==> config.mk <==
export PLATFORM = sky130hd
export DESIGN_NAME = music_sequencer
export DESIGN_NICKNAME = d
export VERILOG_FILES = /design/src/rtl/music_sequencer.sv
export SDC_FILE = /design/constraint.sdc
export NUM_CORES = 1
export LEC_CHECK = 0
export BUFFER_PORTS_ARGS = -buffer_cell sky130_fd_sc_hd__buf_2
export CORE_MARGIN = 2
export CORE_UTILIZATION = 50
export DETAILED_ROUTE_END_ITERATION = 6
export PLACE_DENSITY = 0.76
export SYNTH_ARGS = -nofsm -noshare
export SYNTH_HDL_FRONTEND = slang
export SYNTH_SLANG_ARGS = --single-unit
export TNS_END_PERCENT = 100
==> constraint.sdc <==
create_clock -name clk -period 2 [get_ports clk]
set_input_delay 0.6 -clock clk [delete_from_list [all_inputs] [get_ports clk]]
set_output_delay 0.6 -clock clk [all_outputs]
set_load 0.05 [all_outputs]
==> src/rtl/music_sequencer.sv <==
// music_sequencer
// Steps through a synchronous song ROM, holds each note for a programmed
// number of beats, and drives the square-wave tone generator.
//
// Ports:
//   clk        system clock, rising edge
//   rst        asynchronous active-low reset
//   play       level, 1 = run, 0 = pause
//   restart    one-cycle pulse, rewind to address 0 and reload
//   vol_up     one-cycle pulse, volume level +1 (saturating)
//   vol_down   one-cycle pulse, volume level -1 (saturating)
//   mute       level, silences outputs while sequencing continues
//   song_addr  registered ROM address
//   song_data  ROM data, valid one cycle after song_addr
//   note_div   half-period count for the tone generator
//   volume_max / volume_min  +A / -A amplitude, two's complement
//   vol_level  current volume level 0..7
//   playing    1 while in PLAY
//
// ROM entry: [3:0] note (0 and 13..15 rest, 1..12 C4..B4), [4] octave up,
// [7:5] beats-1. 8'hFF marks the end of the song.
//
// state | meaning
// IDLE  | after reset, waiting for play
// FETCH | song_addr stable, ROM read in flight
// LOAD  | song_data valid, decode entry or handle end marker
// PLAY  | note sounding, beat/duration counters running
// PAUSE | counters frozen, outputs silent

module music_sequencer #(
    parameter int CLK_FREQ = 100_000_000,
    parameter int BEAT_DIV = 12_500_000,
    parameter int ADDR_W   = 6
) (
    input  logic              clk,
    input  logic              rst,
    input  logic              play,
    input  logic              restart,
    input  logic              vol_up,
    input  logic              vol_down,
    input  logic              mute,
    output logic [ADDR_W-1:0] song_addr,
    input  logic [7:0]        song_data,
    output logic [21:0]       note_div,
    output logic [15:0]       volume_max,
    output logic [15:0]       volume_min,
    output logic [2:0]        vol_level,
    output logic              playing
);

    typedef enum logic [2:0] {IDLE, FETCH, LOAD, PLAY, PAUSE} state_t;

    localparam int BEAT_W = (BEAT_DIV > 1) ? $clog2(BEAT_DIV) : 1;
    localparam logic [BEAT_W-1:0] BEAT_LAST = BEAT_W'(BEAT_DIV - 1);

    // Equal-tempered half period in clocks, minus one, for note n (A4 = 10).
    function automatic logic [21:0] note_period(input int n);
        real f;
        real half;
        if (n < 1 || n > 12) begin
            return 22'd0;
        end
        f    = 440.0 * (2.0 ** ((real'(n) - 10.0) / 12.0));
        half = real'(CLK_FREQ) / (2.0 * f);
        return 22'($rtoi(half + 0.5) - 1);
    endfunction

    localparam logic [21:0] NOTE_TAB [16] = '{
        22'd0,           note_period(1),  note_period(2),  note_period(3),
        note_period(4),  note_period(5),  note_period(6),  note_period(7),
        note_period(8),  note_period(9),  note_period(10), note_period(11),
        note_period(12), 22'd0,           22'd0,           22'd0
    };

    state_t              state, state_nxt;
    logic [ADDR_W-1:0]   addr_nxt;
    logic [BEAT_W-1:0]   beat_cnt, beat_nxt;
    logic [2:0]          dur_cnt, dur_cnt_nxt;
    logic [2:0]          dur, dur_nxt;
    logic                rest, rest_nxt;
    logic [21:0]         div_nxt;
    logic [2:0]          vol_nxt;
    logic [15:0]         amp;
    logic                sound;
    logic [21:0]         tab_val;

    assign tab_val = NOTE_TAB[song_data[3:0]];

    always_comb begin
        state_nxt   = state;
        addr_nxt    = song_addr;
        beat_nxt    = beat_cnt;
        dur_cnt_nxt = dur_cnt;
        dur_nxt     = dur;
        rest_nxt    = rest;
        div_nxt     = note_div;

        case (state)
            IDLE: begin
                if (play) state_nxt = FETCH;
            end
            FETCH: begin
                state_nxt = LOAD;
            end
            LOAD: begin
                if (song_data == 8'hFF) begin
                    addr_nxt  = '0;
                    state_nxt = FETCH;
                end else begin
                    rest_nxt    = (song_data[3:0] == 4'd0) || (song_data[3:0] > 4'd12);
                    div_nxt     = song_data[4] ? (tab_val >> 1) : tab_val;
                    dur_nxt     = song_data[7:5];
                    beat_nxt    = '0;
                    dur_cnt_nxt = '0;
                    addr_nxt    = song_addr + 1'b1;
                    state_nxt   = play ? PLAY : PAUSE;
                end
            end
            PLAY: begin
                // The counters advance on the cycle play drops, so the
                // total time spent in PLAY per note is exact across pauses.
                if (beat_cnt == BEAT_LAST) begin
                    beat_nxt = '0;
                    if (dur_cnt == dur) state_nxt = FETCH;
                    else                dur_cnt_nxt = dur_cnt + 1'b1;
                end else begin
                    beat_nxt = beat_cnt + 1'b1;
                end
                if (state_nxt != FETCH && !play) state_nxt = PAUSE;
            end
            PAUSE: begin
                if (play) state_nxt = PLAY;
            end
            default: state_nxt = IDLE;
        endcase

        if (restart) begin
            state_nxt   = FETCH;
            addr_nxt    = '0;
            beat_nxt    = '0;
            dur_cnt_nxt = '0;
        end
    end

    always_comb begin
        vol_nxt = vol_level;
        if (vol_up && !vol_down && vol_level != 3'd7)      vol_nxt = vol_level + 1'b1;
        else if (vol_down && !vol_up && vol_level != 3'd0) vol_nxt = vol_level - 1'b1;
    end

    // Outputs are registered from next-state values so they line up with
    // the state they describe.
    assign amp   = {2'b00, vol_nxt, 11'd0};
    assign sound = (state_nxt == PLAY) && !rest_nxt && !mute;

    always_ff @(posedge clk or negedge rst) begin
        if (!rst) begin
            state      <= IDLE;
            song_addr  <= '0;
            beat_cnt   <= '0;
            dur_cnt    <= '0;
            dur        <= '0;
            rest       <= 1'b0;
            note_div   <= '0;
            volume_max <= '0;
            volume_min <= '0;
            vol_level  <= 3'd4;
            playing    <= 1'b0;
        end else begin
            state      <= state_nxt;
            song_addr  <= addr_nxt;
            beat_cnt   <= beat_nxt;
            dur_cnt    <= dur_cnt_nxt;
            dur        <= dur_nxt;
            rest       <= rest_nxt;
            note_div   <= div_nxt;
            volume_max <= sound ? amp : 16'd0;
            volume_min <= sound ? (16'd0 - amp) : 16'd0;
            vol_level  <= vol_nxt;
            playing    <= (state_nxt == PLAY);
        end
    end

endmodule
==> qor.log <==
INFO  layout         utilization=0.632
INFO  setup_path     largest_driver_fanout_on_the_critical_path=5
INFO  clock_network  cts_buffers=9
INFO  grt            grt_first_pass_wirelength=16600um
INFO  synth          ys_warn_count=0
INFO  sta            fin_crit_sh=0.969
INFO  synth          ys_seq_elements=68
INFO  placed_design  gpl.final_weighted_congestion=0.937
INFO  synth          postSynth.asyncResetShare=1.00
INFO  layout         most-common-layout-cells=65 x sky130_fd_sc_hd__dfrtp_1, 53 x sky130_fd_sc_hd__buf_4, 50 x sky130_fd_sc_hd__buf_2
INFO  setup_path     timing.critical_path.required=2.25ns
INFO  placed_design  placement.setup.worst_slack=-0.172ns
INFO  run_status     run_status=finished, final reports clean
INFO  routing        initial_drc_count=138
INFO  floorplanning  ios=79
INFO  synth          ys.flop_type=sky130_fd_sc_hd__dfrtp_1
INFO  setup_path     cpMaxStageDelayCell=sky130_fd_sc_hd__dfstp_2
INFO  grt            antenna_found_initial=0
INFO  job            maxCapViolations=0
INFO  floorplanning  die_width=96.9um
INFO  floorplanning  core_ar=8300um^2
INFO  clock_network  ctsHoldBuffers=0
INFO  placed_design  place.detailed.instances=664
INFO  clock_network  cts.path.max_buffers=2
INFO  sta            relSlewSlack=0.628
INFO  floorplanning  design.die.area=9380um^2
INFO  synth          syn_area=4310um^2
INFO  setup_path     critical_path_class=reg -> reg
INFO  layout         layout_area_overhead=21.7%
INFO  power          power_density=931nW/um^2
INFO  sta            timing_max_transition_violations_final=0
INFO  setup_path     worst-path-stages=8
INFO  routing        ant_nets=0
INFO  sta            timing_worst_slew_pin_value=0.558ns
INFO  sta            period_minus_slack=1.94ns
INFO  layout         insertedDiodeCount=0
INFO  setup_path     crit_start_category=register
INFO  setup_path     end_kind=register
INFO  routing        totalWireLength=9530um
INFO  sta            worst_slack=0.0629ns
INFO  clock_network  clock_latency=0.34ns
INFO  layout         finish.cell_count_without_fillers=681
INFO  synth          part_of_the_yosys_area_used_for_sequential_elements=0.395
INFO  layout         drive_above_1_share=0.283
INFO  sta            fin_setup_tns=0ns
INFO  setup_path     critical_path.cell_chain=ha_4 > nor3b_4 > buf_4 > o21a_1 > mux2_4 > ha_4 > xor2_1 > nor3_1
INFO  routing        drc_errors=0
INFO  placed_design  io_buffers=50
INFO  setup_path     critPathBufInv=1
INFO  routing        detail_route.vias_per_cell=5.38
INFO  layout         final_net_count=606
INFO  floorplanning  dieHeight=96.9um
INFO  setup_path     path_common_cell=sky130_fd_sc_hd__ha_4
INFO  sta            final.setup_skew=0.00775ns
INFO  routing        drt-wirelength-per-cell=14.0um
INFO  setup_path     crit_path_max_incr_delay=0.59ns
INFO  floorplanning  std_cell_rows=33
INFO  sta            timing.final.hold_violations=0
INFO  clock_network  cts_tree=done
INFO  sta            setup_viol=0
INFO  synth          synth.lib_cells_used.distinct=66
INFO  synth          syn_area_per_cell=9.08um^2
INFO  setup_path     rr_worst_depth=8
INFO  sta            fmax=0.516GHz
INFO  layout         layout_commonest_cell=sky130_fd_sc_hd__dfrtp_1
INFO  routing        routed-via-count=3667
INFO  clock_network  cts.sinks=68
INFO  hold_path      holdCritPathClass=in -> async
INFO  sta            whs=0.247ns
INFO  placed_design  dp_hpwl=7280um
INFO  clock_network  htree_levels=3
INFO  setup_path     data_arrival_critical_path=2.19ns
INFO  setup_path     crit_family=flip-flops
INFO  power          static_leak=0.00248uW
INFO  power          vdd.ir_drop.worst=0.718mV
INFO  synth          edff_count_synth=0
INFO  grt            grt_start_max_net_pins=26
INFO  clock_network  cts_root_buf=sky130_fd_sc_hd__clkbuf_8
INFO  synth          postSynthCellCount=475
INFO  grt            first_global_vias=3621
INFO  grt            grt_overflow_total=0
INFO  floorplanning  initial_core_util=0.520
INFO  routing        number_of_optimization_iterations_in_the_first_detailed_route_pass=4
INFO  clock_network  clk_transition_reported_paths=0.07ns
INFO  grt            grt_usage=0.213
==> timing repair <==
item	4_1_cts	5_1_grt
setup buffers	0	1
resized for setup	2	8
endpoints found under the setup margin	3	20
pin swaps	2	4
==> per-stage QoR <==
stage / instance area [um^2] / total power (uW)
6_report: 5250 / 4890
5_1_grt: 5250 / 5210
4_1_cts: 5190 / 4930
3_5_place_dp: 5020 / 3940
3_3_place_gp: 5020 / 3880
2_1_floorplan: 4480 / 3370
==> path summary, 6_finish.rpt <==
kind	startpoint	endpoint	slack (ns)
setup / recovery	vol_level[2]$_DFF_PN1_	volume_min[13]$_DFF_PN0_	0.06
hold / removal	rst	vol_level[0]$_DFF_PN0_	0.25
setup reg to reg	vol_level[2]$_DFF_PN1_	volume_min[13]$_DFF_PN0_	0.06
hold reg to reg	note_div[1]$_DFFE_PN0P_	note_div[1]$_DFFE_PN0P_	0.48
max in group asynchronous	rst	note_div[9]$_DFFE_PN0P_	1.22
min in group clk	note_div[1]$_DFFE_PN0P_	note_div[1]$_DFFE_PN0P_	0.48
==> synthesized netlist by cell type (8+ instances only) <==
library cell | number | share of area
sky130_fd_sc_hd__nor2_1 | 31 | 0.027
sky130_fd_sc_hd__nor3_1 | 12 | 0.014
sky130_fd_sc_hd__dfrtp_1 | 67 | 0.39
sky130_fd_sc_hd__o21ai_0 | 23 | 0.027
sky130_fd_sc_hd__o21ai_1 | 18 | 0.021
sky130_fd_sc_hd__nand3_1 | 15 | 0.017
sky130_fd_sc_hd__nand2_1 | 48 | 0.042
sky130_fd_sc_hd__inv_1 | 20 | 0.017
sky130_fd_sc_hd__nor3b_1 | 8 | 0.014
sky130_fd_sc_hd__xnor2_1 | 16 | 0.032
sky130_fd_sc_hd__clkbuf_1 | 13 | 0.011
sky130_fd_sc_hd__mux2i_1 | 8 | 0.019
sky130_fd_sc_hd__ha_1 | 20 | 0.058
sky130_fd_sc_hd__buf_4 | 30 | 0.052
sky130_fd_sc_hd__a21oi_1 | 26 | 0.030
sky130_fd_sc_hd__mux2_2 | 10 | 0.026
==> state kept, by name, summed over array words and instances, names as in the netlist <==
name / cells
beat_cnt: 24
dur: 3
dur_cnt: 3
note_div: 18
playing: 1
rest: 1
song_addr: 6
state: 3
vol_level: 3
volume_max: 3
volume_min: 3
==> worst register-to-register path, stage by stage, from the launching register on <==
cell and delay, ns:
sky130_fd_sc_hd__dfstp_2 0.59, sky130_fd_sc_hd__ha_4 0.15, sky130_fd_sc_hd__nor3b_4 0.04, sky130_fd_sc_hd__buf_4 0.14, sky130_fd_sc_hd__o21a_1 0.16, sky130_fd_sc_hd__mux2_4 0.29
sky130_fd_sc_hd__ha_4 0.16, sky130_fd_sc_hd__xor2_1 0.15, sky130_fd_sc_hd__nor3_1 0.17
==> final cells by class <==
type | instances | area, um^2
Multi-Input combinational cell | 361 | 2430
Inverter | 24 | 90.1
Clock inverter | 2 | 10.0
Clock buffer | 14 | 153
Fill cell | 705 | 3050
Timing Repair Buffer | 107 | 728
Sequential cell | 68 | 1710
Tap cell | 105 | 131
==> where the power goes <==
| group | leakage, uW | internal (uW) | total, uW | switching [uW] |
|---|---|---|---|---|
| clock network | 0.0000844 | 482 | 963 | 481 |
| registers | 0.000903 | 1610 | 1770 | 158 |
| logic | 0.00150 | 708 | 2150 | 1450 |
==> logic make-up (layout without fill, tap and decap cells) <==
group           count (synthesis)  count (layout)  synth area share
simple gates                  169             169             0.211
compound gates                107             107             0.155
buf+inv                        73             147            0.0937
flops                          68              68             0.395
fa+ha+maj                      20              20            0.0580
mux                            19              19            0.0499
xor+xnor                       18              18            0.0366
other cells                     1              28          0.000869
==> routing by layer <==
layer  part of all wire  vias to the layer above  GRT usage  routed length (um)
met4              0.020                        0     0.0867                 191
met2               0.50                       91      0.365                4810
met3              0.041                       17     0.0426                 391
met5                  0                        -          0                   0
met1               0.43                     1762      0.261                4130
li1                   -                     1797          -                   -
Note: power is estimated with default switching activity, not from simulation.
